### config.mk
export PLATFORM = sky130hd
export DESIGN_NAME = pmem_line_responder_flat
export DESIGN_NICKNAME = d
export VERILOG_FILES = /design/src/rtl/pmem_line_responder_pkg.sv /design/src/rtl/pmem_line_responder_if.sv /design/src/rtl/pmem_line_responder_line_beat_buffer.sv /design/src/rtl/pmem_line_responder.sv /design/src/flat_wrapper.sv
export SDC_FILE = /design/constraint.sdc
export NUM_CORES = 1
export LEC_CHECK = 0
export ABC_AREA = 1
export ABC_CLOCK_PERIOD_IN_PS = 1750
export CORE_AREA = 2 2 276 278
export DETAILED_ROUTE_END_ITERATION = 10
export DIE_AREA = 0 0 278 280
export PLACE_DENSITY = 0.63
export SYNTH_ARGS = -nofsm -noshare
export SYNTH_HDL_FRONTEND = slang
export SYNTH_SLANG_ARGS = --single-unit
### constraint.sdc
create_clock -name clk -period 1.75 [get_ports clk]
set_input_delay 0.2625 -clock clk [delete_from_list [all_inputs] [get_ports clk]]
set_output_delay 0.2625 -clock clk [all_outputs]
set_load 0.05 [all_outputs]
### src/rtl/pmem_line_responder_pkg.sv
// Shared constants, state encoding and beat index type for the pmem line responder.
package pmem_line_responder_pkg;
  localparam int LINE_W     = 256;
  localparam int BEAT_W     = 64;
  localparam int BEATS      = LINE_W / BEAT_W;
  localparam int OFFSET_W   = 5;
  localparam int BEAT_IDX_W = $clog2(BEATS);

  typedef logic [BEAT_IDX_W-1:0] beat_idx_t;

  typedef enum logic [1:0] {
    IDLE,
    RD_BURST,
    WR_BURST,
    DONE
  } pmem_state_e;

  function automatic logic [31:0] line_align(input logic [31:0] addr);
    return {addr[31:OFFSET_W], {OFFSET_W{1'b0}}};
  endfunction
endpackage

### src/rtl/pmem_line_responder_if.sv
// Cache-line side and memory-burst side signals of the pmem line responder.
interface pmem_line_responder_if;
  import pmem_line_responder_pkg::*;

  logic              line_read;
  logic              line_write;
  logic [31:0]       line_address;
  logic [LINE_W-1:0] line_wdata;
  logic [LINE_W-1:0] line_rdata;
  logic              line_resp;

  logic              burst_read;
  logic              burst_write;
  logic [31:0]       burst_address;
  logic [BEAT_W-1:0] burst_wdata;
  logic [BEAT_W-1:0] burst_rdata;
  logic              burst_resp;

  modport master (
    output line_read, line_write, line_address, line_wdata, burst_rdata, burst_resp,
    input  line_rdata, line_resp, burst_read, burst_write, burst_address, burst_wdata
  );

  modport slave (
    input  line_read, line_write, line_address, line_wdata, burst_rdata, burst_resp,
    output line_rdata, line_resp, burst_read, burst_write, burst_address, burst_wdata
  );
endinterface

### src/rtl/pmem_line_responder_line_beat_buffer.sv
// Line storage: a fill register assembled beat by beat, and a writeback register
// loaded whole and read out beat by beat.
module line_beat_buffer
  import pmem_line_responder_pkg::*;
(
  input  logic              clk,
  input  logic              rst_n,
  input  logic              load,
  input  logic [LINE_W-1:0] load_line,
  input  logic              fill_we,
  input  beat_idx_t         beat_idx,
  input  logic [BEAT_W-1:0] fill_beat,
  output logic [LINE_W-1:0] fill_line,
  output logic [BEAT_W-1:0] wb_beat
);
  logic [LINE_W-1:0] wb_line;

  always_ff @(posedge clk or negedge rst_n) begin
    if (!rst_n) begin
      fill_line <= '0;
      wb_line   <= '0;
    end else begin
      if (load)
        wb_line <= load_line;
      if (fill_we)
        fill_line[BEAT_W*int'(beat_idx) +: BEAT_W] <= fill_beat;
    end
  end

  assign wb_beat = wb_line[BEAT_W*int'(beat_idx) +: BEAT_W];
endmodule

### src/rtl/pmem_line_responder.sv
// Serialises 256-bit cache line reads/writes into 64-bit memory bursts.
// Optional build macro PMEM_PERF_CNT_EN adds read/write line and wait-cycle counters.
module pmem_line_responder
  import pmem_line_responder_pkg::*;
(
  input  logic                   clk,
  input  logic                   rst_n,
  pmem_line_responder_if.slave   bus
`ifdef PMEM_PERF_CNT_EN
  ,
  output logic [31:0]            perf_rd_lines,
  output logic [31:0]            perf_wr_lines,
  output logic [31:0]            perf_wait_cycles
`endif
);
  localparam beat_idx_t LAST_BEAT = beat_idx_t'(BEATS - 1);

  pmem_state_e       state, state_nxt;
  beat_idx_t         beat, beat_nxt;
  logic [31:0]       addr_q;
  logic              wb_load, fill_we;
  logic [BEAT_W-1:0] wb_beat;

  always_ff @(posedge clk or negedge rst_n) begin
    if (!rst_n) begin
      state  <= IDLE;
      beat   <= '0;
      addr_q <= '0;
    end else begin
      state <= state_nxt;
      beat  <= beat_nxt;
      if (state == IDLE && (bus.line_read || bus.line_write))
        addr_q <= line_align(bus.line_address);
    end
  end

  // Write wins a simultaneous request; the held read is picked up on the next IDLE.
  always_comb begin
    state_nxt = state;
    beat_nxt  = beat;
    wb_load   = 1'b0;
    fill_we   = 1'b0;
    case (state)
      IDLE: begin
        if (bus.line_write) begin
          state_nxt = WR_BURST;
          wb_load   = 1'b1;
        end else if (bus.line_read) begin
          state_nxt = RD_BURST;
        end
      end
      RD_BURST: begin
        if (bus.burst_resp) begin
          fill_we  = 1'b1;
          beat_nxt = beat + 1'b1;
          if (beat == LAST_BEAT)
            state_nxt = DONE;
        end
      end
      WR_BURST: begin
        if (bus.burst_resp) begin
          beat_nxt = beat + 1'b1;
          if (beat == LAST_BEAT)
            state_nxt = DONE;
        end
      end
      DONE: begin
        state_nxt = IDLE;
        beat_nxt  = '0;
      end
      default: state_nxt = IDLE;
    endcase
  end

  line_beat_buffer u_buf (
    .clk       (clk),
    .rst_n     (rst_n),
    .load      (wb_load),
    .load_line (bus.line_wdata),
    .fill_we   (fill_we),
    .beat_idx  (beat),
    .fill_beat (bus.burst_rdata),
    .fill_line (bus.line_rdata),
    .wb_beat   (wb_beat)
  );

  assign bus.burst_read    = (state == RD_BURST);
  assign bus.burst_write   = (state == WR_BURST);
  assign bus.line_resp     = (state == DONE);
  assign bus.burst_address = addr_q;
  assign bus.burst_wdata   = (state == WR_BURST) ? wb_beat : '0;

`ifdef PMEM_PERF_CNT_EN
  always_ff @(posedge clk or negedge rst_n) begin
    if (!rst_n) begin
      perf_rd_lines    <= '0;
      perf_wr_lines    <= '0;
      perf_wait_cycles <= '0;
    end else begin
      if (state == RD_BURST && state_nxt == DONE)
        perf_rd_lines <= perf_rd_lines + 32'd1;
      if (state == WR_BURST && state_nxt == DONE)
        perf_wr_lines <= perf_wr_lines + 32'd1;
      if ((state == RD_BURST || state == WR_BURST) && !bus.burst_resp)
        perf_wait_cycles <= perf_wait_cycles + 32'd1;
    end
  end
`endif
endmodule
### src/flat_wrapper.sv
// flat-port wrapper written by rule: the top's interface ports become plain ports
module pmem_line_responder_flat import pmem_line_responder_pkg::*;
  (clk, rst_n, bus_line_read, bus_line_write, bus_line_address, bus_line_wdata, bus_burst_rdata, bus_burst_resp, bus_line_rdata, bus_line_resp, bus_burst_read, bus_burst_write, bus_burst_address, bus_burst_wdata);
  pmem_line_responder_if bus_i ();
  input  logic clk;
  input  logic rst_n;
  input wire logic [$bits(bus_i.line_read)-1:0] bus_line_read;
  input wire logic [$bits(bus_i.line_write)-1:0] bus_line_write;
  input wire logic [$bits(bus_i.line_address)-1:0] bus_line_address;
  input wire logic [$bits(bus_i.line_wdata)-1:0] bus_line_wdata;
  input wire logic [$bits(bus_i.burst_rdata)-1:0] bus_burst_rdata;
  input wire logic [$bits(bus_i.burst_resp)-1:0] bus_burst_resp;
  output wire logic [$bits(bus_i.line_rdata)-1:0] bus_line_rdata;
  output wire logic [$bits(bus_i.line_resp)-1:0] bus_line_resp;
  output wire logic [$bits(bus_i.burst_read)-1:0] bus_burst_read;
  output wire logic [$bits(bus_i.burst_write)-1:0] bus_burst_write;
  output wire logic [$bits(bus_i.burst_address)-1:0] bus_burst_address;
  output wire logic [$bits(bus_i.burst_wdata)-1:0] bus_burst_wdata;
  assign bus_i.line_read = bus_line_read;
  assign bus_i.line_write = bus_line_write;
  assign bus_i.line_address = bus_line_address;
  assign bus_i.line_wdata = bus_line_wdata;
  assign bus_i.burst_rdata = bus_burst_rdata;
  assign bus_i.burst_resp = bus_burst_resp;
  assign bus_line_rdata = bus_i.line_rdata;
  assign bus_line_resp = bus_i.line_resp;
  assign bus_burst_read = bus_i.burst_read;
  assign bus_burst_write = bus_i.burst_write;
  assign bus_burst_address = bus_i.burst_address;
  assign bus_burst_wdata = bus_i.burst_wdata;
  pmem_line_responder u_core (.clk(clk), .rst_n(rst_n), .bus(bus_i));
endmodule
==> metrics.csv, run 1 <==
metric;value;unit
post-synthesis cell count;2792;
Syn Area/Cell;8.43;um2
largest vdd supply drop;1.43;mV
vias in the first global route;22005;
leakage dissipation;0.0192;uW
Period Utilization, post-route;137;%
ys async rst share;100;%
die area;77800;um2
post-route setup slack;-0.646;ns
worst slack, placed;-0.147;ns
critical path's largest stage delay;0.57;ns
wire per inst;22.5;um
cell type with the largest total area after synthesis;dfrtp_1;
# IOs;712;
Mapped Area;23500;um2
Detail Placement HPWL;65800;um
Max Clk Rate;0.417;GHz
min Tclk post-route;2.40;ns
H-tree levels;2;
drt pass-1 iters;5;
Max-Cap Viols;0;
Clock transition at path regs;0.06;ns
Die H;280;um
failing checks;setup timing;
Critical Path Sink Type;output port;
Crit Path Category;flip-flop to output port;
Post-synth EDFFs;0;
CTS tree;built;
Overflow after GRT;0;
Max FO, Critical Path;6;
DR vias;22899;
global-route wire length before repair;140000;um
Final Max Tran Viols;0;
Worst EP required;1.49;ns
multi-input logic area;11100;um2
worst min path class;primary input to async pin;
drt drc;0;
most common cell in the netlist;nand2_1;
Power Density;1860;nW/um2
final core utilization;52.8;%
filler instances;6733;
crit-path cells;clkbuf_16, buf_6, nand2_2, nand3_2, a21oi_4, buf_12;
Root Driver;clkbuf_16;
Routed WL;105000;um
fin area;39700;um2
Final setup viols;379;
outcome;finished with violations;
TNS Setup;-129.22;ns
Final Hold Viols;0;
max_slew headroom;60.0;%
gr usage total;23.7;%
startpoint types;flip-flop;
starting density of the core;31.3;%
Crit-path slowest cell;dfrtp_4;
RSZ-0062 raised after global routing;true;
Core ar.;75200;um2
CTS buffer count;59;
Worst Skew;0.00946;ns
largest cells by area after synthesis;dfrtp_1 (58%), nand2_1 (12%), a21oi_1 (6.8%), nand3_1 (5.5%), inv_1 (4.7%);
Distinct cells, synth;26;
FF/Latch Area;13600;um2
YS warnings;0;
share of cells above drive strength 1;33.1;%
Via density;4.94;
antenna violations before repair;32;
DIE WIDTH;278;um
Iter 0 DRT Violations;1578;
post-place instance area;32700;um2
Site Rows;101;
Final nets;3976;
worst-margin pin slew;0.599;ns
Final ANT Viol Nets;0;
Main synth FF type;dfrtp_1;
# clock sinks;543;
Synth Register Bits;543;
share of the synthesized area in the top cell type;57.7;%
area grow syn2layout;68.8;%
Arr. time, crit path;2.13;ns
clk_lat worst skew;0.62;ns
Seq/Total Area, Yosys;57.7;%
PortBufs;701;
GP Congestion;0.878;
Clock Path Buffers;3;
Post-synth top cells;nand2_1 (745), dfrtp_1 (543), a21oi_1 (320);
largest net degree at the start of global routing;107;
-- registers in the layout, indices dropped and copies added (netlist names) --
| register | cells |
|---|---|
| u_core.u_buf.fill_line | 256 |
| u_core.state | 2 |
| u_core.bus.burst_address | 27 |
| u_core.beat | 2 |
| u_core.u_buf.wb_line | 256 |
-- cells in the final DEF, fill, tap and decap left out, types with 37 or more instances in the layout --
cell	n
nand2_1	572
dfrtp_1	541
clkdlybuf4s50_1	350
buf_4	313
inv_1	286
nor2_1	257
a21oi_1	256
nand3_2	173
nand2_2	111
clkbuf_16	94
buf_12	86
o21ai_1	79
nand2_4	65
a21oi_4	64
nand3_4	59
buf_6	52
o21ai_2	40
o21ai_0	39
buf_8	37
-- report_power, final --
part           switching (uW)  leakage (uW)  internal [uW]
sequential               1880       0.00670          17100
combinational           26900        0.0116          15400
clock                    5370      0.000948           7360
-- per-stage QoR --
| stage | hold WS (ns) | instances | power, uW |
|---|---|---|---|
| after detailed placement | 0.146 | 4425 | 52500 |
| after floorplan | -0.0331 | 2796 | 40400 |
| after CTS | 0.0686 | 4584 | 70100 |
| after global placement | 0.144 | 4425 | 52100 |
| final | 0.107 | 4640 | 74000 |
| after global routing | 0.0883 | 4637 | 77400 |
-- cells by family (layout without fill, tap and decap cells) --
group | count (synthesis) | count (layout) | share of synthesized area [%]
DFF | 543 | 543 | 57.7
AOI/OAI and AO/OA | 480 | 480 | 10.4
and+or+nand+nor | 1277 | 1277 | 22.2
adders and majority gates | 11 | 11 | 0.585
buffers and inverters | 480 | 1337 | 9.11
other | 1 | 14 | 0.0159
-- cell type report --
class	instances	share of cell area, %
Sequential cell	543	34.2
Multi-Input combinational cell	1773	28.0
Timing Repair Buffer	934	26.8
Clock buffer	86	4.23
Tap cell	978	3.08
Inverter	297	2.91
Clock inverter	20	0.630
Antenna cell	9	0.0567
-- metal layers --
| metal | track usage, % | up-vias | routed length (um) |
|---|---|---|---|
| met2 | 38.9 | 978 | 49900 |
| met3 | 7.17 | 272 | 8900 |
| met1 | 29.8 | 11134 | 40400 |
| met4 | 8.19 | 42 | 5080 |
| met5 | 0 | - | 289 |
| li1 | - | 10473 | - |
-- critical path, delay by kind of cell (launching register included) --
family / cells / cell delay [ns]
DFF: 1 / 0.57
buffers and inverters: 3 / 0.54
AOI/OAI and AO/OA: 1 / 0.25
and+or+nand+nor: 2 / 0.16
-- what timing repair did --
item / 4_1_cts / 5_1_grt
resized for setup: 452 / 416
cloned: 19 / 46
endpoints found under the hold margin: 343 / 0
hold buffers: 1 / 0
setup buffers: 34 / 12
pin swaps: 93 / 233
setup endpoints to repair: 278 / 487
-- worst paths after layout --
kind	from	end	slack, ns	cells past startpoint
worst max-delay path	u_core.beat[0]	bus_burst_wdata[60]	-0.65	6
worst min-delay path	rst_n	u_core.u_buf.wb_line[25]	0.11	2
worst min register to register	u_core.u_buf.fill_line[17]	u_core.u_buf.fill_line[17]	0.47	2
max in group asynchronous	rst_n	u_core.beat[0]	0.72	3
worst max register to register	u_core.beat[0]	u_core.u_buf.fill_line[249]	-0.44	11
min in group clk	bus_line_address[10]	u_core.bus.burst_address[10]	0.20	3
(Power assumes the default switching activity.)
==> run 2, diff against run 1 <==
Settings changed: CAP_MARGIN set to 20.
==> results of run 2 <==
No change in the layout: final DEF, timing and power equal those of run 1.
==> run 3, diff against run 2 <==
Settings changed: ABC_CLOCK_PERIOD_IN_PS 1750 to 2350, PLACE_DENSITY 0.63 to 0.6.
Clock period 1.75 ns to 2.35 ns, I/O delays scaled along.
==> run 3 against run 2 <==
The flow still finishes with violations (setup timing); hold slack better by 0.15 ns; sequential share of layout area is 2.8 points higher; final cell count is 2.3% lower; die area stayed put; register-to-register slack better by 0.58 ns; critical endpoint is now bus_burst_wdata[43]; highest routed layer unchanged.
==> metrics.csv, run 3 (synthesized netlist as in run 1, its figures left out) <==
metric;value;unit
Clock transition at path regs;0.06;ns
antenna violations before repair;18;
Final Max Tran Viols;0;
largest vdd supply drop;0.802;mV
Period Utilization, post-route;105;%
Pwr Total;51800;uW
startpoint types;flip-flop;
drt drc;0;
# clock sinks;543;
Max FO, Critical Path;9;
DIE WIDTH;278;um
Net Sw Power;23100;uW
Layout Cells excl Fill;4534;
Overflow after GRT;0;
r2r setup slk;0.14;ns
worst-margin pin slew;0.644;ns
Max Clk Rate;0.407;GHz
worst slack, placed;0.248;ns
wire per inst;20.5;um
gr usage total;22.8;%
Routed WL;92700;um
outcome;finished with violations;
final core utilization;48.8;%
Via density;4.81;
clock power share;19.0;%
max_slew headroom;56.9;%
Arr. time, crit path;2.11;ns
CTS tree;built;
Site Rows;101;
Core ar.;75200;um2
leakage dissipation;0.0173;uW
drt pass-1 iters;5;
Worst Skew;0.0280;ns
starting density of the core;31.3;%
Final nets;3869;
largest net degree at the start of global routing;101;
Worst R2R End;u_core.u_buf.fill_line[173];
global-route wire length before repair;136000;um
Crit Path Category;flip-flop to output port;
# IOs;712;
R2R Path Start;u_core.beat[0];
Worst EP required;2.00;ns
Clock Path Buffers;3;
H-tree levels;2;
Hold WS;0.253;ns
worst min path class;primary input to async pin;
vias in the first global route;21426;
clk_lat worst skew;0.62;ns
Flop pwr share;27.1;%
most common cell after layout, fill and taps aside;nand2_1;
Critical Path Sink Type;output port;
area grow syn2layout;56.1;%
die area;77800;um2
Final setup viols;63;
Iter 0 DRT Violations;1608;
internal power;28700;uW
RSZ-0062 raised after global routing;true;
DR vias;21820;
Final Hold Viols;0;
part of the power in combinational logic;53.9;%
PortBufs;701;
Detail Placement HPWL;62100;um
share of cells above drive strength 1;15.2;%
Max-Cap Viols;0;
highest-count cells in the layout ignoring fill and taps;nand2_1 (681), clkdlybuf4s50_1 (630), dfrtp_1 (541);
failing checks;setup timing;
Switching Fraction;44.7;%
R2R cell count;11;
Power Density;1410;nW/um2
min Tclk post-route;2.46;ns
Final ANT Viol Nets;0;
CTS buffer count;59;
Die H;280;um
DP Cell Count;4379;
Root Driver;clkbuf_16;
post-route setup slack;-0.109;ns
GP Congestion;0.900;
==> run 3: changes by cell type in the layout (fill, tap and decap cells not counted), sizes merged <==
cell and delta:
clkbuf -30, buf -325, clkdlybuf4s50 +280, clkdlybuf4s15 -36, clkinv +3, bufinv +2
diode -2, inv +2
==> run 3: layout make-up <==
class | instances | area (um2)
repair buffers | 825 | 9560
well taps | 978 | 1220
diodes | 7 | 17.5
clock inverters | 25 | 322
flip-flops and latches | 543 | 13600
fillers | 7025 | 38500
multi-input cells | 1773 | 9110
clock buffers | 84 | 1730
repair inverters | 2 | 22.5
inverters | 297 | 1150
==> run 3: power groups by stage <==
stage                     Clock (uW)  Combinational, uW  Sequential [uW]
final                           9820              27900            14000
after global routing           10400              29700            14400
after CTS                      10000              26300            14000
after detailed placement           0              24100            14100
after global placement             0              23900            14100
after floorplan                    0              10200            18400
==> run 3: routing by layer <==
layer / part of all wire [%] / wire length (um) / vias to the layer above / global-route usage [%]
li1: - / - / 10204 / -
met1: 41 / 37800 / 10634 / 28.8
met2: 48 / 44900 / 815 / 38.1
met3: 8.0 / 7420 / 145 / 6.53
met4: 2.6 / 2440 / 22 / 6.43
met5: 0.16 / 152 / - / 0
==> run 3: what timing repair did <==
action | 4_1_cts | 5_1_grt
resized for setup | 144 | 175
hold buffers | 1 | 0
endpoints found under the setup margin | 64 | 68
endpoints found under the hold margin | 32 | 0
cloned | 15 | 6
pin swaps | 17 | 35
setup buffers | 11 | 6
==> run 3: stage by stage <==
step | instance area [um2] | setup TNS [ns]
finish | 36700 | -4.27
global route | 36700 | -9.71
CTS | 35700 | -8.34
detailed placement | 32500 | 0
global placement | 32500 | 0
floorplan | 23500 | -8.08
==> run 3: critical path: stages, from the launching register on <==
cell	delay [ns]
dfrtp_4	0.52
buf_12	0.17
inv_8	0.13
buf_16	0.16
nand2_1	0.07
nand3_2	0.07
a21oi_2	0.06
buf_4	0.15
buf_12	0.14
==> run 3: worst max-delay path by stage <==
stage / slack, ns / from / endpoint
2_1_floorplan: -0.13 / u_core.state[0] / bus_burst_wdata[10]
3_3_place_gp: 0.25 / u_core.beat[0] / bus_burst_wdata[62]
3_5_place_dp: 0.25 / u_core.beat[0] / u_core.u_buf.fill_line[68]
4_1_cts: -0.24 / u_core.beat[0] / bus_burst_wdata[43]
5_1_grt: -0.20 / u_core.beat[0] / bus_burst_wdata[56]
6_report: -0.11 / u_core.beat[0] / bus_burst_wdata[43]
